## config.mk

```make
export PLATFORM = sky130hd
export DESIGN_NAME = udma_hyper_cfg_seq
export DESIGN_NICKNAME = d
export VERILOG_FILES = /design/src/rtl/udma_hyper_cfg_seq_pkg.sv /design/src/rtl/udma_hyper_cfg_seq_tmo.sv /design/src/rtl/udma_hyper_cfg_seq.sv
export SDC_FILE = /design/constraint.sdc
export NUM_CORES = 1
export LEC_CHECK = 0
export CAP_MARGIN = 25
export CELL_PAD_IN_SITES_DETAIL_PLACEMENT = 1
export CELL_PAD_IN_SITES_GLOBAL_PLACEMENT = 1
export CORE_MARGIN = 2
export CORE_UTILIZATION = 30
export DETAILED_ROUTE_END_ITERATION = 7
export HOLD_SLACK_MARGIN = 0.15
export PLACE_DENSITY = 0.93
export SYNTH_ARGS = -nofsm -noshare
export SYNTH_HDL_FRONTEND = slang
export SYNTH_HIERARCHICAL = 1
export SYNTH_SLANG_ARGS = --single-unit
```

## constraint.sdc

```tcl
create_clock -name clk_i -period 8.4 [get_ports clk_i]
set_input_delay 0.84 -clock clk_i [delete_from_list [all_inputs] [get_ports clk_i]]
set_output_delay 0.84 -clock clk_i [all_outputs]
set_load 0.05 [all_outputs]
```

## src/rtl/udma_hyper_cfg_seq_pkg.sv

```systemverilog
// ---------------------------------------------------------------------------
// hyper_cfg_seq_pkg
// Shared types and constants for the HyperBus configuration sequencer.
//   seq_state_e   : sequencer FSM states
//   err_code_e    : error code reported on err_code_o
//   CFG_ADDR_W    : width of the HyperBus config register address
//   CFG_DATA_W    : width of the config data bus
//   TMO_CNT_W     : width of the handshake timeout counter
//   masked_eq     : compare two words under a bit mask
// ---------------------------------------------------------------------------
package hyper_cfg_seq_pkg;

  localparam int unsigned CFG_ADDR_W = 5;
  localparam int unsigned CFG_DATA_W = 32;
  localparam int unsigned TMO_CNT_W  = 16;

  typedef enum logic [2:0] {
    IDLE = 3'd0,
    WR   = 3'd1,
    RD   = 3'd2,
    DONE = 3'd3,
    ERR  = 3'd4
  } seq_state_e;

  typedef enum logic [1:0] {
    ERR_NONE     = 2'b00,
    ERR_MISMATCH = 2'b01,
    ERR_TIMEOUT  = 2'b10,
    ERR_ABORT    = 2'b11
  } err_code_e;

  // True when a and b agree on every bit selected by mask.
  function automatic logic masked_eq(input logic [CFG_DATA_W-1:0] a,
                                     input logic [CFG_DATA_W-1:0] b,
                                     input logic [CFG_DATA_W-1:0] mask);
    return ((a ^ b) & mask) == '0;
  endfunction

endpackage

```

## src/rtl/udma_hyper_cfg_seq_tmo.sv

```systemverilog
// ---------------------------------------------------------------------------
// udma_hyper_cfg_seq_tmo
// Handshake timeout counter for the config sequencer. Counts stalled request
// cycles and flags the stall cycle that would bring the count to TIMEOUT.
//   clk_i, rst_ni : clock, asynchronous active-low reset
//   i_clr         : clear the count (handshake or sequencer state change)
//   i_en          : request is valid and not acknowledged this cycle
//   o_expired     : this stalled cycle is the TIMEOUT-th one in a row
// ---------------------------------------------------------------------------
module udma_hyper_cfg_seq_tmo
  import hyper_cfg_seq_pkg::*;
#(
  parameter int unsigned TIMEOUT = 255
) (
  input  logic clk_i,
  input  logic rst_ni,
  input  logic i_clr,
  input  logic i_en,
  output logic o_expired
);

  localparam logic [TMO_CNT_W-1:0] TMO_LAST = TMO_CNT_W'(TIMEOUT - 1);

  logic [TMO_CNT_W-1:0] r_count;

  always_ff @(posedge clk_i or negedge rst_ni) begin
    if (!rst_ni) begin
      r_count <= '0;
    end else if (i_clr) begin
      r_count <= '0;
    end else if (i_en) begin
      r_count <= r_count + 1'b1;
    end
  end

  // Expiry deliberately ignores i_clr: the clear is derived from the
  // sequencer's next state, which itself depends on this flag. Expiry only
  // fires on a stalled cycle, so it never coincides with a handshake, and
  // the resulting state change clears the count on the same edge.
  assign o_expired = i_en && (r_count == TMO_LAST);

endmodule

```

## src/rtl/udma_hyper_cfg_seq.sv

```systemverilog
// ---------------------------------------------------------------------------
// udma_hyper_cfg_seq
// Configuration-bus initiator that walks an external boot table and programs
// the HyperBus channel register file, optionally reading back each entry to
// verify it. A run stops on the last entry, on a readback mismatch, on a
// handshake timeout or on abort.
//   clk_i, rst_ni        : clock, asynchronous active-low reset
//   start_i, abort_i     : run control
//   tbl_idx_o            : index of the table entry being processed
//   tbl_addr_i/data_i/mask_i/last_i : combinational table lookup at tbl_idx_o
//   cfg_data_o/addr_o/valid_o/reg_rwn_o : config bus request
//   cfg_data_i, cfg_ready_i             : config bus response
//   busy_o, done_o       : run in progress, one-cycle end-of-run pulse
//   err_o, err_code_o, err_idx_o, err_rdata_o : sticky error report
// ---------------------------------------------------------------------------
module udma_hyper_cfg_seq
  import hyper_cfg_seq_pkg::*;
#(
  parameter int unsigned NB_ENTRIES = 16,
  parameter int unsigned IDX_WIDTH  = (NB_ENTRIES > 1) ? $clog2(NB_ENTRIES) : 1,
  parameter int unsigned TIMEOUT    = 255
) (
  input  logic                  clk_i,
  input  logic                  rst_ni,
  input  logic                  start_i,
  input  logic                  abort_i,
  output logic [IDX_WIDTH-1:0]  tbl_idx_o,
  input  logic [CFG_ADDR_W-1:0] tbl_addr_i,
  input  logic [CFG_DATA_W-1:0] tbl_data_i,
  input  logic [CFG_DATA_W-1:0] tbl_mask_i,
  input  logic                  tbl_last_i,
  output logic [CFG_DATA_W-1:0] cfg_data_o,
  output logic [CFG_ADDR_W-1:0] cfg_addr_o,
  output logic                  cfg_valid_o,
  output logic                  cfg_reg_rwn_o,
  input  logic [CFG_DATA_W-1:0] cfg_data_i,
  input  logic                  cfg_ready_i,
  output logic                  busy_o,
  output logic                  done_o,
  output logic                  err_o,
  output logic [1:0]            err_code_o,
  output logic [IDX_WIDTH-1:0]  err_idx_o,
  output logic [CFG_DATA_W-1:0] err_rdata_o
);

  localparam logic [IDX_WIDTH-1:0] LAST_IDX = IDX_WIDTH'(NB_ENTRIES - 1);

  seq_state_e            r_state;
  seq_state_e            w_state_next;
  logic [IDX_WIDTH-1:0]  r_idx;
  logic [IDX_WIDTH-1:0]  w_idx_next;
  logic                  r_err;
  logic                  w_err_next;
  err_code_e             r_err_code;
  err_code_e             w_err_code_next;
  logic [IDX_WIDTH-1:0]  r_err_idx;
  logic [IDX_WIDTH-1:0]  w_err_idx_next;
  logic [CFG_DATA_W-1:0] r_err_rdata;
  logic [CFG_DATA_W-1:0] w_err_rdata_next;

  logic w_active;
  logic w_hs;
  logic w_match;
  logic w_at_end;
  logic w_tmo_en;
  logic w_tmo_clr;
  logic w_tmo_expired;

  assign w_active = (r_state == WR) || (r_state == RD);
  assign w_hs     = w_active && cfg_ready_i;
  assign w_match  = masked_eq(cfg_data_i, tbl_data_i, tbl_mask_i);
  // The walk ends on a flagged last entry or when the table is exhausted.
  assign w_at_end = tbl_last_i || (r_idx == LAST_IDX);

  assign w_tmo_en  = w_active && !cfg_ready_i;
  assign w_tmo_clr = w_hs || (w_state_next != r_state);

  udma_hyper_cfg_seq_tmo #(
    .TIMEOUT (TIMEOUT)
  ) i_tmo (
    .clk_i     (clk_i),
    .rst_ni    (rst_ni),
    .i_clr     (w_tmo_clr),
    .i_en      (w_tmo_en),
    .o_expired (w_tmo_expired)
  );

  always_ff @(posedge clk_i or negedge rst_ni) begin
    if (!rst_ni) begin
      r_state     <= IDLE;
      r_idx       <= '0;
      r_err       <= 1'b0;
      r_err_code  <= ERR_NONE;
      r_err_idx   <= '0;
      r_err_rdata <= '0;
    end else begin
      r_state     <= w_state_next;
      r_idx       <= w_idx_next;
      r_err       <= w_err_next;
      r_err_code  <= w_err_code_next;
      r_err_idx   <= w_err_idx_next;
      r_err_rdata <= w_err_rdata_next;
    end
  end

  // Abort outranks a same-cycle handshake: the responder may have taken the
  // transfer, but the entry is not counted and the index does not move.
  // A handshake outranks expiry implicitly, since expiry needs ready low.
  always_comb begin
    w_state_next     = r_state;
    w_idx_next       = r_idx;
    w_err_next       = r_err;
    w_err_code_next  = r_err_code;
    w_err_idx_next   = r_err_idx;
    w_err_rdata_next = r_err_rdata;

    case (r_state)
      IDLE: begin
        if (start_i) begin
          w_idx_next       = '0;
          w_err_next       = 1'b0;
          w_err_code_next  = ERR_NONE;
          w_err_idx_next   = '0;
          w_err_rdata_next = '0;
          w_state_next     = WR;
        end
      end

      WR, RD: begin
        if (abort_i) begin
          w_err_next      = 1'b1;
          w_err_code_next = ERR_ABORT;
          w_err_idx_next  = r_idx;
          w_state_next    = IDLE;
        end else if (w_hs) begin
          if ((r_state == WR) && (tbl_mask_i != '0)) begin
            w_state_next = RD;
          end else if ((r_state == RD) && !w_match) begin
            w_err_next       = 1'b1;
            w_err_code_next  = ERR_MISMATCH;
            w_err_idx_next   = r_idx;
            w_err_rdata_next = cfg_data_i;
            w_state_next     = ERR;
          end else if (w_at_end) begin
            w_state_next = DONE;
          end else begin
            w_idx_next   = r_idx + 1'b1;
            w_state_next = WR;
          end
        end else if (w_tmo_expired) begin
          w_err_next      = 1'b1;
          w_err_code_next = ERR_TIMEOUT;
          w_err_idx_next  = r_idx;
          w_state_next    = ERR;
        end
      end

      DONE, ERR: begin
        w_state_next = IDLE;
      end

      default: begin
        w_state_next = IDLE;
      end
    endcase
  end

  // Address and data follow the registered table index, so they are stable
  // for the whole request; they are forced to zero while no request is up.
  assign cfg_valid_o   = w_active;
  assign cfg_reg_rwn_o = (r_state == RD);
  assign cfg_addr_o    = w_active ? tbl_addr_i : '0;
  assign cfg_data_o    = w_active ? tbl_data_i : '0;

  assign tbl_idx_o   = r_idx;
  assign busy_o      = (r_state != IDLE);
  assign done_o      = (r_state == DONE) || (r_state == ERR);
  assign err_o       = r_err;
  assign err_code_o  = r_err_code;
  assign err_idx_o   = r_err_idx;
  assign err_rdata_o = r_err_rdata;

endmodule

```

==> insert_results.sql, run 1 <==
INSERT INTO impl_metrics (metric_group, metric, value, unit) VALUES
('logic_synthesis', 'syn-cell-area', '4021', 'um^2'),
('floorplan', 'placementRows', '42', ''),
('critical_path', 'slowest_delay', '0.91', 'ns'),
('cells_and_area', 'num_antenna_cells', '0', ''),
('routing', 'drcViolationCount', '0', ''),
('routing', 'drt-initial-drc-count', '192', ''),
('logic_synthesis', 'ys_seq_elements', '62', ''),
('floorplan', 'fp.dieH', '119.8', 'um'),
('logic_synthesis', 'netlist.area_leader.share', '38.58', '%'),
('floorplan', 'fp.coreArea', '13190', 'um^2'),
('timing', 'hold_violations', '0', ''),
('critical_path', 'worstSetupPathDepth', '14', ''),
('global_routing', 'grtUsageMet2', '42.93', '%'),
('clocking', 'clockRootBuffer', 'sky130_fd_sc_hd__clkbuf_16', ''),
('routing', 'wire_length_per_cell', '19.95', 'um'),
('global_routing', 'gr-max-usage-layer', 'met2', ''),
('global_routing', 'met3_usage', '6.274', '%'),
('logic_synthesis', 'synthesis.area_per_instance', '9.181', 'um^2'),
('critical_path', 'critical-path-top-cell-by-count', 'sky130_fd_sc_hd__nor3_1', ''),
('critical_path', 'cp_data_required_time', '8.57', 'ns'),
('clocking', 'post_cts_hold_buffer_count', '0', ''),
('critical_path', 'crit_path_top_delay_cell', 'sky130_fd_sc_hd__nor3_1', ''),
('logic_synthesis', 'synth.distinct_cells', '53', ''),
('critical_path', 'worstPathBufferInverterCount', '1', ''),
('floorplan', 'floorplan.initialDensity', '30.49', '%'),
('clocking', 'post_cts_resize_count', '0', ''),
('critical_path', 'worst_ep_arrival_time', '5.67', 'ns'),
('placement', 'rd_place_congestion', '0.9008', ''),
('cells_and_area', 'layout-drive-gt1-share', '6.240', '%'),
('timing', 'slew_hr', '30.63', '%'),
('placement', 'port_bufs', '190', ''),
('routing', 'total_detailed_routing_wirelength', '15980', 'um'),
('placement', 'detailedPlace.worstSlack', '2.727', 'ns'),
('logic_synthesis', 'asyncSetResetFlopFracSynth', '100.0', '%'),
('timing', 'rsz0062_at_grt', 'false', ''),
('job', 'drv_cap', '0', ''),
('cells_and_area', 'growth_of_design_area_from_synthesis_to_finish', '57.93', '%'),
('cells_and_area', 'most-common-layout-cells', '189 x sky130_fd_sc_hd__clkdlybuf4s50_1, 62 x sky130_fd_sc_hd__dfrtp_1, 50 x sky130_fd_sc_hd__nand2_1, 41 x sky130_fd_sc_hd__inv_1, 37 x sky130_fd_sc_hd__and2_1', ''),
('cells_and_area', 'regArea', '1551', 'um^2'),
('clocking', 'tritoncts.num_buffers', '9', ''),
('critical_path', 'setup.worst_path.end_class', 'register', ''),
('clocking', 'insertion_delay', '0.33', 'ns'),
('timing', 'final.setup.tns', '0', 'ns'),
('global_routing', 'grt_first_pass_wirelength', '25340', 'um'),
('clocking', 'clock_slew_at_the_register_clock_pins_of_the_worst_setup_and_hold_paths', '0.06', 'ns'),
('global_routing', 'grt.met1_usage', '24.75', '%'),
('cells_and_area', 'most_common_cell_after_layout_fill_and_taps_aside', 'sky130_fd_sc_hd__clkdlybuf4s50_1', ''),
('clocking', 'cts.repair_timing.setup_buffer_count', '0', ''),
('timing', 'post_route_clock_period_utilization', '65.53', '%'),
('timing', 'hold-worst-slack', '0.5225', 'ns'),
('routing', 'routed_via_density', '5.044', ''),
('placement', 'hpwlAfterDp', '12570', 'um'),
('timing', 'fmaxAchievable', '181.7', 'MHz'),
('pwr', 'ratio_of_total_power_to_cell_area', '289.1', 'nW/um^2'),
('clocking', 'cts_num_sinks', '62', ''),
('timing', 'timing.final.crit_period', '5.504', 'ns'),
('outcome', 'run_status', 'finished, final reports clean', ''),
('cells_and_area', 'fillCellCount', '1465', ''),
('clocking', 'cts_buffer_depth', '2', ''),
('critical_path', 'crit_fanout', '20', ''),
('logic_synthesis', 'synth_edf_count', '0', ''),
('routing', 'drt_pre_antenna_iters', '4', ''),
('hold_path', 'worst_hold_path_type', 'register to register', ''),
('placement', 'place_area', '6027', 'um^2'),
('placement', 'post-place-cells', '785', ''),
('logic_synthesis', 'synthCells', '438', ''),
('critical_path', 'worst-r2r-setup-slack', '3.30', 'ns'),
('logic_synthesis', 'synth_top_cell_by_area', 'sky130_fd_sc_hd__dfrtp_1', ''),
('routing', 'ant_nets', '0', ''),
('critical_path', 'critical_path_class', 'input pin to register', ''),
('timing', 'tightestPinTransition', '1.033', 'ns');
-- per-layer routing --
layer,wire (um),up-vias,share of wire (%)
met5,0,-,0
met4,427,0,2.7
met3,973,27,6.1
met2,8524,138,53
met1,6051,2011,38
li1,-,1864,-
-- flip-flops by register name, indices dropped and copies added, names as in the netlist --
name,count
err_rdata_o,32
r_state,3
err_idx_o,4
err_code_o,2
tbl_idx_o,4
i_tmo/r_count,16
err_o,1
-- area by class of cell --
type                       instances  area share, %
clock inverter                     6          1.340
clock buffer                      10          3.763
multi-input combinational        311          34.16
tap                              176          3.467
timing repair buffer             194          30.34
sequential                        62          24.43
inverter                          42          2.502
-- Yosys cell counts (3+ instances only) --
library cell	count
sky130_fd_sc_hd__a22oi_1	16
sky130_fd_sc_hd__a21o_1	3
sky130_fd_sc_hd__clkbuf_1	9
sky130_fd_sc_hd__nor4_1	10
sky130_fd_sc_hd__o21ai_0	7
sky130_fd_sc_hd__o2111ai_1	6
sky130_fd_sc_hd__a32oi_1	4
sky130_fd_sc_hd__o21ai_1	3
sky130_fd_sc_hd__xnor2_1	9
sky130_fd_sc_hd__o211ai_1	5
sky130_fd_sc_hd__and2_1	37
sky130_fd_sc_hd__o211ai_2	3
sky130_fd_sc_hd__mux2i_1	36
sky130_fd_sc_hd__nor2_1	21
sky130_fd_sc_hd__buf_6	7
sky130_fd_sc_hd__buf_2	4
sky130_fd_sc_hd__ha_1	3
sky130_fd_sc_hd__a21oi_1	11
sky130_fd_sc_hd__inv_1	41
sky130_fd_sc_hd__nand4_1	10
sky130_fd_sc_hd__nand3_1	4
sky130_fd_sc_hd__xor2_1	34
sky130_fd_sc_hd__nand2_1	50
sky130_fd_sc_hd__nor3_1	9
sky130_fd_sc_hd__dfrtp_1	62
-- where the power goes --
| part | internal, mW | switching (mW) | total, mW |
|---|---|---|---|
| clock network | 0.267 | 0.141 | 0.408 |
| registers | 0.335 | 0.0412 | 0.376 |
| logic | 0.349 | 0.704 | 1.05 |
| total | 0.950 | 0.886 | 1.84 |
-- cell families (layout without fill, tap and decap cells) --
family                     after synthesis  count (layout)  synth area share (%)
and+or+nand+nor                        160             160                 21.62
AOI/OAI and AO/OA                       67              67                 12.32
buffers and inverters                   65             252                 7.654
DFF                                     62              62                 38.58
xor gates and xnor gates                43              43                 9.365
muxes                                   38              38                 9.521
adders and majority gates                3               3                0.9335
-- worst paths after layout --
path,from,endpoint
max in group asynchronous,rst_ni,err_rdata_o[29]
worst max register to register,r_state[0],i_tmo/r_count[14]
min in group asynchronous,rst_ni,i_tmo/r_count[4]
worst min-delay path,err_code_o[0],err_code_o[0]
worst max-delay path,cfg_ready_i,i_tmo/r_count[14]
worst min register to register,err_code_o[0],err_code_o[0]
-- per-stage QoR --
step | total power [mW] | util [%]
after floorplan | 1.067 | -
after global placement | 1.405 | 45.69
after detailed placement | 1.433 | 45.69
after CTS | 1.850 | 48.15
after global routing | 1.916 | 48.15
final | 1.836 | 48.15
-- worst register-to-register path: stages (launching register included) --
cell and delay, ns:
sky130_fd_sc_hd__dfrtp_1 0.55, sky130_fd_sc_hd__xnor2_1 0.24, sky130_fd_sc_hd__nor3_1 0.84, sky130_fd_sc_hd__nor4b_1 0.37, sky130_fd_sc_hd__nand4_1 0.13, sky130_fd_sc_hd__nor3_1 0.55, sky130_fd_sc_hd__a21oi_1 0.15, sky130_fd_sc_hd__a21oi_1 0.20
sky130_fd_sc_hd__nor3_1 0.09, sky130_fd_sc_hd__o21ai_0 0.11, sky130_fd_sc_hd__a221o_1 0.69, sky130_fd_sc_hd__o2111ai_2 0.38, sky130_fd_sc_hd__nor4_2 0.40, sky130_fd_sc_hd__xnor2_1 0.17, sky130_fd_sc_hd__nor2_1 0.07
No activity file was read; power rests on OpenSTA's default activity.
==> inputs of run 2 (changes only) <==
Settings changed: CORE_UTILIZATION 30 to 27, PLACE_DENSITY 0.93 to 0.89.
Clock period 8.4 ns to 5 ns, I/O delays scaled along.
==> run 2 against run 1 <==
Effect of this change:
- register-to-register slack worse by 2.5 ns
- worst hold slack worse by 0.16 ns
- sequential share of layout area up 0.087 points
==> insert_results.sql, run 2 (synthesis gave the netlist of run 1 again) <==
INSERT INTO impl_metrics (metric_group, metric, value, unit) VALUES
('outcome', 'run_status', 'finished, final reports clean', ''),
('critical_path', 'cp_top_family', 'simple AND/OR/NAND/NOR gates', ''),
('timing', 'post_route_clock_period_utilization', '85.56', '%'),
('routing', 'detailroute.wirelength.met3', '890', 'um'),
('cells_and_area', 'final_util', '43.54', '%'),
('global_routing', 'grt_overflow', '0', ''),
('global_routing', 'grt_start_max_net_pins', '63', ''),
('cells_and_area', 'multi_input_area', '2170', 'um^2'),
('critical_path', 'setup.worst_path.end_class', 'register', ''),
('routing', 'wire_length_per_cell', '19.14', 'um'),
('timing', 'finalSetupViolations', '0', ''),
('critical_path', 'worstSetupStartpointType', 'input pin', ''),
('global_routing', 'grt_antenna_before_repair', '0', ''),
('critical_path', 'worstSetupPathDepth', '15', ''),
('routing', 'routed_via_density', '4.963', ''),
('routing', 'total_detailed_routing_wirelength', '15520', 'um'),
('critical_path', 'r2r-start', 'r_state[1]', ''),
('clocking', 'cts_buffer_depth', '2', ''),
('floorplan', 'design.portCount', '191', ''),
('cells_and_area', 'growth_of_design_area_from_synthesis_to_finish', '57.37', '%'),
('pwr', 'cellInternalPower', '1.495', 'mW'),
('routing', 'ant_nets', '0', ''),
('clocking', 'clockRootBuffer', 'sky130_fd_sc_hd__clkbuf_16', ''),
('cells_and_area', 'num_antenna_cells', '0', ''),
('critical_path', 'critical_path_class', 'input pin to register', ''),
('pwr', 'irDropWorstVdd', '264.3', 'uV'),
('pwr', 'ratio_of_total_power_to_cell_area', '471.9', 'nW/um^2'),
('critical_path', 'critical_path.cell_chain', 'clkdlybuf4s50_1, nor3_1, buf_4, nor4b_1, nand4_1, nor3_1, a21oi_1, a21oi_1, nor3_1, o21ai_0, a221o_1, o2111ai_2, nor4_2, xnor2_1, nor2_1', ''),
('critical_path', 'worst-r2r-setup-slack', '0.78', 'ns'),
('timing', 'hold_violations', '0', ''),
('timing', 'drv_slew', '0', ''),
('clocking', 'clock_slew_at_the_register_clock_pins_of_the_worst_setup_and_hold_paths', '0.06', 'ns'),
('timing', 'tightestPinTransition', '0.8735', 'ns'),
('floorplan', 'die_width', '126.0', 'um'),
('critical_path', 'worst_r2r_endpoint', 'i_tmo/r_count[14]', ''),
('routing', 'drt_pre_antenna_iters', '4', ''),
('floorplan', 'floorplan.initialDensity', '27.67', '%'),
('cells_and_area', 'most-common-layout-cells', '189 x sky130_fd_sc_hd__clkdlybuf4s50_1, 62 x sky130_fd_sc_hd__dfrtp_1, 50 x sky130_fd_sc_hd__nand2_1, 41 x sky130_fd_sc_hd__inv_1, 37 x sky130_fd_sc_hd__and2_1', ''),
('pwr', 'seq_power_share', '21.1', '%'),
('routing', 'drcViolationCount', '0', ''),
('timing', 'rsz0062_at_grt', 'false', ''),
('cells_and_area', 'flip_flop_count_of_the_largest_register_after_layout', '32', ''),
('cells_and_area', 'number_of_nets_at_the_end_of_the_flow', '732', ''),
('placement', 'port_bufs', '190', ''),
('global_routing', 'first_global_vias', '4526', ''),
('pwr', 'p_sw_share', '49.93', '%'),
('job', 'drv_cap', '0', ''),
('floorplan', 'placementRows', '44', ''),
('floorplan', 'fp.dieArea', '15890', 'um^2'),
('critical_path', 'crit_fanout', '12', ''),
('critical_path', 'crit_path_top_delay_cell', 'sky130_fd_sc_hd__clkdlybuf4s50_1', ''),
('routing', 'routed-via-count', '4025', ''),
('clocking', 'post_cts_hold_buffer_count', '0', ''),
('clocking', 'insertion_delay', '0.33', 'ns'),
('cells_and_area', 'regArea', '1551', 'um^2'),
('routing', 'dr.max_layer_used', 'met4', ''),
('pwr', 'total_leakage_power', '2.607', 'nW'),
('routing', 'drt-initial-drc-count', '196', ''),
('clocking', 'tritoncts.num_buffers', '9', ''),
('cells_and_area', 'most_common_cell_after_layout_fill_and_taps_aside', 'sky130_fd_sc_hd__clkdlybuf4s50_1', ''),
('clocking', 'cts.repair_timing.setup_buffer_count', '0', ''),
('pwr', 'share_comb_of_total_power', '59.6', '%'),
('critical_path', 'critical-path-top-cell-by-count', 'sky130_fd_sc_hd__nor3_1', ''),
('cells_and_area', 'fin_area', '6329', 'um^2'),
('floorplan', 'fp.dieH', '126.0', 'um'),
('cells_and_area', 'fillCellCount', '1675', ''),
('pwr', 'switchingPower', '1.491', 'mW'),
('pwr', 'clockPowerShare', '19.4', '%'),
('critical_path', 'slowest_delay', '0.58', 'ns'),
('global_routing', 'globalRouteTotalUtil', '19.80', '%'),
('critical_path', 'worst_ep_arrival_time', '4.46', 'ns'),
('critical_path', 'worstPathBufferInverterCount', '2', ''),
('routing', 'wl_met1', '5930', 'um'),
('timing', 'timing.final.crit_period', '4.278', 'ns'),
('clocking', 'cts_max_level', '3', ''),
('critical_path', 'cp_data_required_time', '5.18', 'ns'),
('clocking', 'cts_num_sinks', '62', ''),
('critical_path', 'worstRegToRegCells', '15', ''),
('routing', 'detail_route_met2_wl', '8308', 'um'),
('timing', 'slew_hr', '41.33', '%'),
('placement', 'rd_place_congestion', '0.9079', ''),
('timing', 'final.setup.tns', '0', 'ns'),
('hold_path', 'worst_hold_path_type', 'input pin to asynchronous set/reset pin', ''),
('clocking', 'tritoncts', 'yes', ''),
('timing', 'clock_skew', '0.01282', 'ns'),
('floorplan', 'fp.coreArea', '14530', 'um^2'),
('placement', 'place_area', '6052', 'um^2'),
('timing', 'fmaxAchievable', '233.7', 'MHz'),
('clocking', 'post_cts_resize_count', '0', ''),
('global_routing', 'grt_first_pass_wirelength', '24740', 'um'),
('cells_and_area', 'layout-drive-gt1-share', '6.539', '%'),
('placement', 'hpwlAfterDp', '12490', 'um');
==> run 2: worst max-delay path by stage <==
stage | start | endpoint | slack [ns]
floorplan | cfg_ready_i | i_tmo/r_count[11] | 1.69
global route | r_state[0] | i_tmo/r_count[10] | 0.47
global placement | cfg_ready_i | i_tmo/r_count[14] | 0.81
CTS | cfg_ready_i | i_tmo/r_count[14] | 0.82
finish | cfg_ready_i | i_tmo/r_count[14] | 0.72
detailed placement | cfg_ready_i | i_tmo/r_count[14] | 0.53
==> run 2: area by class of cell <==
| cell class | count | share of cell area [%] |
|---|---|---|
| clock inverter | 7 | 0.8106 |
| sequential | 62 | 24.52 |
| inverter | 42 | 2.511 |
| multi-input combinational | 311 | 34.28 |
| clock buffer | 9 | 3.559 |
| timing repair buffer | 196 | 30.68 |
| tap | 184 | 3.638 |
==> run 2: power by group through the flow <==
stage | Clock (mW) | Combinational, mW | Sequential, mW
after floorplan | 0 | 1.03 | 0.768
after global routing | 0.614 | 1.88 | 0.641
final | 0.578 | 1.78 | 0.629
after CTS | 0.593 | 1.80 | 0.628
after global placement | 0 | 1.74 | 0.629
after detailed placement | 0 | 1.79 | 0.636
==> run 2: per-stage QoR <==
step | total power, mW | hold WS (ns) | setup slack (ns) | cells
after global placement | 2.374 | 0.4979 | 0.8065 | 795
after CTS | 3.020 | 0.3825 | 0.8227 | 811
after global routing | 3.132 | 0.4325 | 0.4666 | 811
after detailed placement | 2.428 | 0.5074 | 0.5277 | 795
final | 2.986 | 0.3629 | 0.7219 | 811
after floorplan | 1.793 | 0.2044 | 1.689 | 438
==> run 2: routing by layer <==
layer  GRT usage, %  up-vias
met5              0        -
met3          4.545       29
met1          22.03     1988
li1               -     1867
met4          6.852        0
met2          36.84      141
==> inputs of run 3 (changes only) <==
Clock period 5 ns to 3.7 ns, I/O delays scaled along.
==> run 3 against run 2 <==
Effect of this change:
- critical path depth is 1 lower
- count of clock-buffer cells in the layout is 3 higher
- clock power is 49% higher
- sequential power is 36% higher
- routed wire length is 0.11% lower
- critical endpoint is now i_tmo/r_count[15]
- highest routed layer unchanged
==> insert_results.sql, run 3 (synthesis gave the netlist of run 1 again) <==
INSERT INTO impl_metrics (metric_group, metric, value, unit) VALUES
('outcome', 'run_status', 'finished, final reports clean', ''),
('cells_and_area', 'num_antenna_cells', '0', ''),
('floorplan', 'fp.dieH', '126.0', 'um'),
('timing', 'rsz0062_at_grt', 'false', ''),
('pwr', 'clockPowerShare', '20.6', '%'),
('cells_and_area', 'final_util', '44.28', '%'),
('routing', 'drcViolationCount', '0', ''),
('cells_and_area', 'layout-drive-gt1-share', '7.595', '%'),
('routing', 'routed_via_density', '4.939', ''),
('cells_and_area', 'number_of_nets_at_the_end_of_the_flow', '737', ''),
('timing', 'hold_violations', '0', ''),
('pwr', 'switchingPower', '2.015', 'mW'),
('pwr', 'seq_power_share', '20.5', '%'),
('global_routing', 'grt_first_pass_wirelength', '24190', 'um'),
('cells_and_area', 'most-common-layout-cells', '189 x sky130_fd_sc_hd__clkdlybuf4s50_1, 62 x sky130_fd_sc_hd__dfrtp_1, 50 x sky130_fd_sc_hd__nand2_1, 41 x sky130_fd_sc_hd__inv_1, 37 x sky130_fd_sc_hd__and2_1', ''),
('timing', 'drv_slew', '0', ''),
('placement', 'port_bufs', '190', ''),
('critical_path', 'critical_path.cell_chain', 'xnor2_2, nor3_1, nor4b_1, nand4_1, nor3_1, a21oi_1, a21oi_1, nor3_1, o21ai_0, a221o_2, o211ai_2, nor2_2, nand3_1, mux2_2', ''),
('critical_path', 'critical_path_class', 'register to register', ''),
('placement', 'hpwlAfterDp', '12420', 'um'),
('clocking', 'cts_max_level', '3', ''),
('routing', 'wire_length_per_cell', '19.00', 'um'),
('timing', 'clock_skew', '0.005039', 'ns'),
('routing', 'drt_pre_antenna_iters', '4', ''),
('timing', 'post_route_clock_period_utilization', '92.73', '%'),
('critical_path', 'crit_path_top_delay_cell', 'sky130_fd_sc_hd__dfrtp_1', ''),
('timing', 'final.setup.tns', '0', 'ns'),
('cells_and_area', 'flip_flop_count_of_the_largest_register_after_layout', '32', ''),
('global_routing', 'globalRouteTotalUtil', '19.54', '%'),
('clocking', 'cts_num_sinks', '62', ''),
('global_routing', 'grt_overflow', '0', ''),
('timing', 'fmaxAchievable', '291.5', 'MHz'),
('timing', 'timing.final.crit_period', '3.431', 'ns'),
('global_routing', 'grt_start_max_net_pins', '42', ''),
('timing', 'finalSetupViolations', '0', ''),
('clocking', 'insertion_delay', '0.33', 'ns'),
('pwr', 'share_comb_of_total_power', '58.9', '%'),
('floorplan', 'floorplan.initialDensity', '27.67', '%'),
('placement', 'rd_place_congestion', '0.8760', ''),
('clocking', 'clock_slew_at_the_register_clock_pins_of_the_worst_setup_and_hold_paths', '0.06', 'ns'),
('critical_path', 'critical-path-top-cell-by-count', 'sky130_fd_sc_hd__nor3_1', ''),
('critical_path', 'setup.worst_path.end_class', 'register', ''),
('cells_and_area', 'fillCellCount', '1670', ''),
('routing', 'drt-initial-drc-count', '237', ''),
('pwr', 'ratio_of_total_power_to_cell_area', '647.9', 'nW/um^2'),
('clocking', 'cts.repair_timing.setup_buffer_count', '0', ''),
('global_routing', 'grt_antenna_before_repair', '0', ''),
('clocking', 'clockRootBuffer', 'sky130_fd_sc_hd__clkbuf_16', ''),
('floorplan', 'fp.coreArea', '14530', 'um^2'),
('global_routing', 'met3_usage', '4.715', '%'),
('pwr', 'p_sw_share', '48.32', '%'),
('hold_path', 'worst_hold_path_type', 'input pin to asynchronous set/reset pin', ''),
('floorplan', 'fp.dieArea', '15890', 'um^2'),
('routing', 'ant_nets', '0', ''),
('pwr', 'total_leakage_power', '2.667', 'nW'),
('floorplan', 'design.portCount', '191', ''),
('global_routing', 'gr-max-usage-layer', 'met2', ''),
('global_routing', 'first_global_vias', '4447', ''),
('critical_path', 'slowest_delay', '0.51', 'ns'),
('cells_and_area', 'most_common_cell_after_layout_fill_and_taps_aside', 'sky130_fd_sc_hd__clkdlybuf4s50_1', ''),
('routing', 'routed-via-count', '4030', ''),
('global_routing', 'grtUsageMet2', '35.14', '%'),
('pwr', 'cellInternalPower', '2.155', 'mW'),
('timing', 'slew_hr', '45.68', '%'),
('floorplan', 'die_width', '126.0', 'um'),
('critical_path', 'worstSetupStartpointType', 'register', ''),
('cells_and_area', 'growth_of_design_area_from_synthesis_to_finish', '60.05', '%'),
('clocking', 'tritoncts.num_buffers', '9', ''),
('timing', 'tightestPinTransition', '0.8128', 'ns'),
('global_routing', 'grt.met1_usage', '22.44', '%'),
('floorplan', 'placementRows', '44', ''),
('job', 'drv_cap', '0', ''),
('critical_path', 'cp_data_required_time', '3.92', 'ns'),
('routing', 'total_detailed_routing_wirelength', '15510', 'um'),
('critical_path', 'worst_ep_arrival_time', '3.65', 'ns'),
('pwr', 'irDropWorstVdd', '315.0', 'uV'),
('clocking', 'tritoncts', 'yes', ''),
('clocking', 'cts_buffer_depth', '2', ''),
('critical_path', 'crit_fanout', '9', '');
## run 3: final cells by class
| type | instances | area (um^2) | share of cell area (%) |
|---|---|---|---|
| Clock buffer | 12 | 256.5 | 3.985 |
| Inverter | 42 | 158.9 | 2.469 |
| Multi-Input combinational cell | 311 | 2187 | 33.98 |
| Timing Repair Buffer | 201 | 2007 | 31.18 |
| Clock inverter | 4 | 45.04 | 0.6998 |
| Sequential cell | 62 | 1551 | 24.11 |
| Tap cell | 184 | 230.2 | 3.577 |
## run 3: through the flow
stage	instances	cell area [um^2]	power (mW)	setup slack, ns	hold WS [ns]
finish	816	6436	4.170	0.2690	0.5032
global route	816	6436	4.359	0.01925	0.5302
global placement	798	6087	3.242	0.3283	0.5068
floorplan	438	4021	2.423	0.4346	0.07441
CTS	814	6389	4.198	0.1284	0.2388
detailed placement	798	6087	3.313	0.1839	0.5125
## run 3: path summary, 6_finish.rpt
| kind | depth (start not counted) | slack, ns | startpoint | endpoint |
|---|---|---|---|---|
| setup / recovery | 14 | 0.27 | r_state[0] | i_tmo/r_count[15] |
| hold / removal | 2 | 0.50 | rst_ni | i_tmo/r_count[8] |
| setup reg to reg | 14 | 0.27 | r_state[0] | i_tmo/r_count[15] |
| hold reg to reg | 1 | 0.51 | err_code_o[0] | err_code_o[0] |
| max in group asynchronous | 3 | 2.56 | rst_ni | err_code_o[1] |
| min in group clk_i | 1 | 0.51 | err_code_o[0] | err_code_o[0] |
## run 3: worst max-delay path: cells and delay by family, from the launching register on
family                    cells  cell delay [ns]
xor gates and xnor gates      1             0.34
AOI/OAI and AO/OA             5             1.19
and+or+nand+nor               7             0.94
muxes                         1             0.33
DFF                           1             0.51
## run 3: timing repair
action / CTS / global route
resized for setup: 0 / 4
setup endpoints to repair: 0 / 8
hold endpoints to repair: 0 / 11
hold buffers: 0 / 1
## run 3: power by group through the flow
stage | combinational [mW] | clock [mW] | sequential [mW]
floorplan | 1.39 | 0 | 1.04
global placement | 2.39 | 0 | 0.850
detailed placement | 2.45 | 0 | 0.861
CTS | 2.47 | 0.879 | 0.851
global route | 2.59 | 0.904 | 0.868
finish | 2.45 | 0.860 | 0.855
## run 3: layer usage
metal	wire, um	share of wire (%)
met1	6095	39
met3	877	5.7
met5	0	0
met4	398	2.6
met2	8136	52
